File: src/rtl/seg_scan_ctrl_if.sv
// Bundle between the calculator core and the seven-segment scan controller:
// pending digits with their load/ack handshake, and the registered scan outputs.
interface seg_scan_ctrl_if;
  logic       enable;
  logic [3:0] digit1;
  logic [3:0] digit2;
  logic [3:0] digit3;
  logic [3:0] digit4;
  logic       load;
  logic       load_ack;
  logic [3:0] shd1;
  logic [3:0] shd2;
  logic [3:0] shd3;
  logic [3:0] shd4;
  logic [1:0] sel;
  logic [3:0] an;
  logic       frame_tick;

  // Calculator core / display driver side.
  modport master (
    output enable, digit1, digit2, digit3, digit4, load,
    input  load_ack, shd1, shd2, shd3, shd4, sel, an, frame_tick
  );

  // Scan controller side.
  modport slave (
    input  enable, digit1, digit2, digit3, digit4, load,
    output load_ack, shd1, shd2, shd3, shd4, sel, an, frame_tick
  );
endinterface

File: src/rtl/seg_scan_ctrl.sv
// Time-multiplexed 4-digit seven-segment scan controller with blanking gaps and
// frame-atomic shadow loading. Optional leading-zero suppression: SEG_LZ_BLANK_EN.
module seg_scan_ctrl #(
  parameter int DIV_W     = 16,
  parameter int DIV_MAX   = 49999,
  parameter int BLANK_CYC = 64
) (
  input  logic             clk,
  input  logic             rst_n,
  seg_scan_ctrl_if.slave   bus
);

  typedef enum logic [1:0] {
    IDLE  = 2'd0,
    BLANK = 2'd1,
    SHOW  = 2'd2
  } state_t;

  localparam logic [DIV_W-1:0] BLANK_LAST = DIV_W'(BLANK_CYC - 1);
  localparam logic [DIV_W-1:0] SHOW_LAST  = DIV_W'(DIV_MAX);

  state_t           state;
  logic [DIV_W-1:0] cnt;
  logic [1:0]       sel;
  logic [3:0]       an;
  logic [3:0]       shd1, shd2, shd3, shd4;
  logic             load_ack;
  logic             frame_tick;

  logic             frame_end;
  logic             take_load;
  logic [3:0]       show_an;

  always_comb begin
    frame_end = (state == SHOW) && (cnt == SHOW_LAST) && (sel == 2'd3);
    // Scanning loads land only on the frame boundary so all four digits change together.
    take_load = bus.load && ((state == IDLE) || (bus.enable && frame_end));
    show_an   = ~(4'b0001 << sel);
`ifdef SEG_LZ_BLANK_EN
    if (((sel == 2'd3) && (shd4 == 4'd0)) ||
        ((sel == 2'd2) && ({shd4, shd3} == 8'd0)) ||
        ((sel == 2'd1) && ({shd4, shd3, shd2} == 12'd0)))
      show_an = 4'b1111;
`endif
  end

  // NOTE: sequential state uses non-blocking assignments so every register sees
  // the pre-edge values of the others; the async reset also clears the shadows.
  always_ff @(posedge clk or negedge rst_n) begin
    if (!rst_n) begin
      state      <= IDLE;
      cnt        <= '0;
      sel        <= 2'd0;
      an         <= 4'b1111;
      shd1       <= 4'd0;
      shd2       <= 4'd0;
      shd3       <= 4'd0;
      shd4       <= 4'd0;
      load_ack   <= 1'b0;
      frame_tick <= 1'b0;
    end else begin
      load_ack   <= 1'b0;
      frame_tick <= 1'b0;

      if (!bus.enable) begin
        state <= IDLE;
        cnt   <= '0;
        sel   <= 2'd0;
        an    <= 4'b1111;
      end else begin
        unique case (state)
          IDLE: begin
            state <= BLANK;
            cnt   <= '0;
            sel   <= 2'd0;
            an    <= 4'b1111;
          end
          BLANK: begin
            if (cnt == BLANK_LAST) begin
              state <= SHOW;
              cnt   <= '0;
              an    <= show_an;
            end else begin
              cnt <= cnt + DIV_W'(1);
            end
          end
          SHOW: begin
            if (cnt == SHOW_LAST) begin
              state <= BLANK;
              cnt   <= '0;
              an    <= 4'b1111;
              sel   <= sel + 2'd1;
              if (sel == 2'd3) frame_tick <= 1'b1;
            end else begin
              cnt <= cnt + DIV_W'(1);
            end
          end
          default: begin
            state <= IDLE;
            cnt   <= '0;
            sel   <= 2'd0;
            an    <= 4'b1111;
          end
        endcase
      end

      if (take_load) begin
        shd1     <= bus.digit1;
        shd2     <= bus.digit2;
        shd3     <= bus.digit3;
        shd4     <= bus.digit4;
        load_ack <= 1'b1;
      end
    end
  end

  assign bus.sel        = sel;
  assign bus.an         = an;
  assign bus.shd1       = shd1;
  assign bus.shd2       = shd2;
  assign bus.shd3       = shd3;
  assign bus.shd4       = shd4;
  assign bus.load_ack   = load_ack;
  assign bus.frame_tick = frame_tick;

endmodule

File: src/flat_wrapper.sv
// flat-port wrapper written by rule: the top's interface ports become plain ports
module seg_scan_ctrl_flat 
#(
  parameter int DIV_W     = 16,
  parameter int DIV_MAX   = 49999,
  parameter int BLANK_CYC = 64
)
  (clk, rst_n, bus_enable, bus_digit1, bus_digit2, bus_digit3, bus_digit4, bus_load, bus_load_ack, bus_shd1, bus_shd2, bus_shd3, bus_shd4, bus_sel, bus_an, bus_frame_tick);
  seg_scan_ctrl_if bus_i ();
  input  logic clk;
  input  logic rst_n;
  input wire logic [$bits(bus_i.enable)-1:0] bus_enable;
  input wire logic [$bits(bus_i.digit1)-1:0] bus_digit1;
  input wire logic [$bits(bus_i.digit2)-1:0] bus_digit2;
  input wire logic [$bits(bus_i.digit3)-1:0] bus_digit3;
  input wire logic [$bits(bus_i.digit4)-1:0] bus_digit4;
  input wire logic [$bits(bus_i.load)-1:0] bus_load;
  output wire logic [$bits(bus_i.load_ack)-1:0] bus_load_ack;
  output wire logic [$bits(bus_i.shd1)-1:0] bus_shd1;
  output wire logic [$bits(bus_i.shd2)-1:0] bus_shd2;
  output wire logic [$bits(bus_i.shd3)-1:0] bus_shd3;
  output wire logic [$bits(bus_i.shd4)-1:0] bus_shd4;
  output wire logic [$bits(bus_i.sel)-1:0] bus_sel;
  output wire logic [$bits(bus_i.an)-1:0] bus_an;
  output wire logic [$bits(bus_i.frame_tick)-1:0] bus_frame_tick;
  assign bus_i.enable = bus_enable;
  assign bus_i.digit1 = bus_digit1;
  assign bus_i.digit2 = bus_digit2;
  assign bus_i.digit3 = bus_digit3;
  assign bus_i.digit4 = bus_digit4;
  assign bus_i.load = bus_load;
  assign bus_load_ack = bus_i.load_ack;
  assign bus_shd1 = bus_i.shd1;
  assign bus_shd2 = bus_i.shd2;
  assign bus_shd3 = bus_i.shd3;
  assign bus_shd4 = bus_i.shd4;
  assign bus_sel = bus_i.sel;
  assign bus_an = bus_i.an;
  assign bus_frame_tick = bus_i.frame_tick;
  seg_scan_ctrl #(.DIV_W(DIV_W), .DIV_MAX(DIV_MAX), .BLANK_CYC(BLANK_CYC)) u_core (.clk(clk), .rst_n(rst_n), .bus(bus_i));
endmodule
File: config.mk
export PLATFORM = sky130hd
export DESIGN_NAME = seg_scan_ctrl_flat
export DESIGN_NICKNAME = d
export VERILOG_FILES = /design/src/rtl/seg_scan_ctrl_if.sv /design/src/rtl/seg_scan_ctrl.sv /design/src/flat_wrapper.sv
export SDC_FILE = /design/constraint.sdc
export NUM_CORES = 1
export LEC_CHECK = 0
export ABC_AREA = 1
export BUFFER_PORTS_ARGS = -buffer_cell sky130_fd_sc_hd__buf_2
export CAP_MARGIN = 20
export CORE_MARGIN = 5
export CORE_UTILIZATION = 31
export DETAILED_ROUTE_END_ITERATION = 10
export PLACE_DENSITY = 0.56
export SYNTH_ARGS = -nofsm -noshare
export SYNTH_HDL_FRONTEND = slang
export SYNTH_SLANG_ARGS = --single-unit
File: constraint.sdc
create_clock -name clk -period 1.4 [get_ports clk]
set_clock_uncertainty 0.05 [all_clocks]
set_input_delay 0.21 -clock clk [delete_from_list [all_inputs] [get_ports clk]]
set_output_delay 0.21 -clock clk [all_outputs]
set_load 0.05 [all_outputs]
==> flow_summary.json <==
{
  "leakage_nw": 1.480,
  "vias": 1901,
  "relSlewSlack": 0.7137,
  "fmax_mhz": 666.5,
  "pwr-share-comb": 0.525,
  "wire_per_inst_um": 12.56,
  "htree_levels": 2,
  "grt_pass1_vias": 1909,
  "clock_sinks": 42,
  "instances_no_fill": 421,
  "violations": "negative setup slack",
  "crit_path_end": "u_core.cnt[12]$_DFF_PN0_",
  "pwr-share-clk": 0.146,
  "setup-violations-final": 38,
  "io_pins": 44,
  "hold_viol": 0,
  "final_cell_mix": "nand2_1 (67), buf_2 (43), dfrtp_1 (35), buf_4 (29), nor2_1 (27)",
  "ys_ff_latch": 42,
  "cts_buffers": 5,
  "synth_fp_nets": 288,
  "drive_gt1_frac": 0.4047,
  "synth_top_cell_area_share": 0.4473,
  "dp_hpwl_um": 3601,
  "r2r_cells": 8,
  "rr_startpoint": "u_core.cnt[1]$_DFF_PN0_",
  "critPathMaxFanout": 8,
  "cts.path.max_buffers": 2,
  "critPathLaunch": "u_core.cnt[1]$_DFF_PN0_",
  "internal_power_mw": 2.763,
  "globalplace.congestion": 0.7478,
  "cap_violations": 0,
  "avgSynthCellArea_um2": 8.208,
  "finalMaxSlewViolations": 0,
  "dpl_cell_area_mm2": 0.002688,
  "antenna_cells": 0,
  "layout_commonest_cell": "nand2_1",
  "start_util": 0.3164,
  "drt-pass1-iter-count": 4,
  "period_share": 1.072,
  "clkLatencyLatePin_ps": 300,
  "area_delta_synth_final_pct": 42.02,
  "layout_setup_ws_ps": -100.4,
  "switching_power_mw": 2.662,
  "yosysWarnings": 0,
  "grt_max_degree": 27,
  "end_kind": "register",
  "vias_per_cell": 4.515,
  "timing.rr.end": "u_core.cnt[12]$_DFF_PN0_",
  "worstMarginPinSlew_ps": 429.4,
  "synthCells": 259,
  "drc": 0,
  "port_buffers": 43,
  "peakVddDrop_mv": 0.9665,
  "ff2ff_setup_slack_ps": -100,
  "rsz0062_at_grt": "true",
  "placedCellCount": 405,
  "track_usage": 0.1262,
  "drtAntennaViolNets": 0,
  "netlist_area_mm2": 0.002126,
  "fin_crit_ps": 1500,
  "pwr-share-seq": 0.328,
  "yosys.area.top_type": "dfrtp_1",
  "yosys-top-cells-area": "dfrtp_1 (45%), nand2_1 (15%), nand3_1 (6.4%), nor2_1 (5.7%), ha_1 (5.3%)",
  "worstSetupPathType": "reg2reg",
  "outcome": "finished with violations",
  "row_count": 30,
  "startpoint_type": "register",
  "clk_pin_slew_ps": 90,
  "p_per_area_mw_per_mm2": 1797,
  "overflow": 0,
  "ys_seq_area_frac": 0.4968,
  "postLayoutCellArea_mm2": 0.003019,
  "core_mm2": 0.006719,
  "cts_tree": "yes",
  "hold_path_class": "in2reg",
  "ys_types": 28,
  "cts-root-buf": "clkbuf_8",
  "sw_frac_of_total": 0.4907,
  "grt_pass1_wl_um": 8680,
  "drt_wl_total_um": 5289,
  "antenna_found_initial": 0,
  "layout.nets": 369,
  "worstPathRequired_ps": 1540,
  "dieArea_mm2": 0.008614,
  "drtIter0Drc": 70,
  "fp.dieH_um": 92.81,
  "arrival_ps": 1640,
  "die_w_um": 92.81
}
[stage by stage]
stage                       util  TNS (ps)  power (mW)  hold slack, ps  worst slack, ps
after global routing      0.4493     -5029       5.743           81.90           -147.1
after CTS                 0.4264     -1778       5.238           79.71           -71.18
after floorplan                -     -1248       3.535          -135.6           -124.3
final                     0.4493     -2684       5.426           80.32           -100.4
after detailed placement  0.4000     -2936       4.234           134.9           -97.48
after global placement    0.4000     -2484       4.210           131.7           -83.94
[area by class of cell]
| type | instances | area (um2) |
|---|---|---|
| clock buffer | 6 | 72.57 |
| clock inverter | 2 | 13.76 |
| fill | 661 | 3700 |
| inverter | 25 | 93.84 |
| multi-input combinational | 189 | 1160 |
| sequential | 42 | 1060 |
| tap | 80 | 100.1 |
| timing repair buffer | 77 | 519.2 |
[worst min path at each step]
| stage | startpoint | cells past startpoint | endpoint | slack, ps |
|---|---|---|---|---|
| after detailed placement | rst_n | 1 | u_core.cnt[2]$_DFF_PN0_ | 130 |
| final | bus_digit1[0] | 3 | u_core.bus.shd1[0]$_DFFE_PN0P_ | 80 |
| after global placement | rst_n | 1 | u_core.bus.sel[0]$_DFFE_PN0P_ | 130 |
| after CTS | bus_digit2[0] | 3 | u_core.bus.shd2[0]$_DFFE_PN0P_ | 80 |
| after floorplan | rst_n | 0 | u_core.bus.frame_tick$_DFF_PN0_ | -140 |
| after global routing | bus_digit1[0] | 3 | u_core.bus.shd1[0]$_DFFE_PN0P_ | 80 |
[synthesized netlist by cell type]
cell type / count
nand2_1: 86
dfrtp_1: 38
nor2_1: 32
nand3_1: 27
inv_1: 23
ha_1: 9
o21ai_0: 5
xor2_1: 5
dfstp_2: 4
nand2_4: 3
nor2_2: 3
buf_6: 2
nand2_2: 2
nand3_2: 2
nand4_1: 2
nor3_1: 2
o21bai_1: 2
xnor2_1: 2
and2_0: 1
buf_2: 1
buf_4: 1
clkbuf_1: 1
clkinv_1: 1
inv_2: 1
nand3b_1: 1
nor3_2: 1
o21a_1: 1
or2_1: 1
[worst max-delay path, stage by stage (launching register included)]
cell and delay [ps]:
dfrtp_1 400, ha_4 160, nand3_4 100, nor2_4 210, nand3_4 110, nand2_2 90
nand2_4 90, nand2_8 120, nor2_1 50
[registers in the layout, indices dropped and copies added, names as in the netlist]
| signal | count |
|---|---|
| u_core.state | 2 |
| u_core.bus.load_ack | 1 |
| u_core.cnt | 16 |
| u_core.bus.an | 4 |
| u_core.bus.shd4 | 4 |
| u_core.bus.shd3 | 4 |
| u_core.bus.shd2 | 4 |
| u_core.bus.frame_tick | 1 |
| u_core.bus.shd1 | 4 |
| u_core.bus.sel | 2 |
[timing repair]
action / 4_1_cts / 5_1_grt
gates resized for setup: 15 / 30
buffers inserted: 1 / 3
endpoints found under the setup margin: 40 / 41
gates cloned: 1 / 2
endpoints found under the hold margin: 12 / 0
hold buffers: 1 / 0
pin swaps: 13 / 20
[layer usage]
metal | vias to the layer above | routed length (um) | track usage
li1 | 969 | - | -
met1 | 899 | 2381 | 0.1531
met2 | 26 | 2674 | 0.2208
met3 | 7 | 138 | 0.02843
met4 | 0 | 95 | 0.04029
met5 | - | 0 | 0
[power by group through the flow]
stage,combinational [mW],sequential (mW),clock (mW)
2_1_floorplan,0.755,2.78,0
3_3_place_gp,2.44,1.77,0
3_5_place_dp,2.47,1.77,0
4_1_cts,2.65,1.76,0.824
5_1_grt,3.05,1.82,0.869
6_report,2.85,1.78,0.794
[cells by family (layout without fill, tap and decap cells)]
group / after synthesis / in the layout / share of synthesized area
simple gates: 163 / 165 / 0.3367
flops: 42 / 42 / 0.4968
buf+inv: 30 / 110 / 0.06238
fa+ha+maj: 9 / 9 / 0.05297
compound gates: 8 / 8 / 0.02236
xor+xnor: 7 / 7 / 0.02884
(Power assumes the default switching activity.)
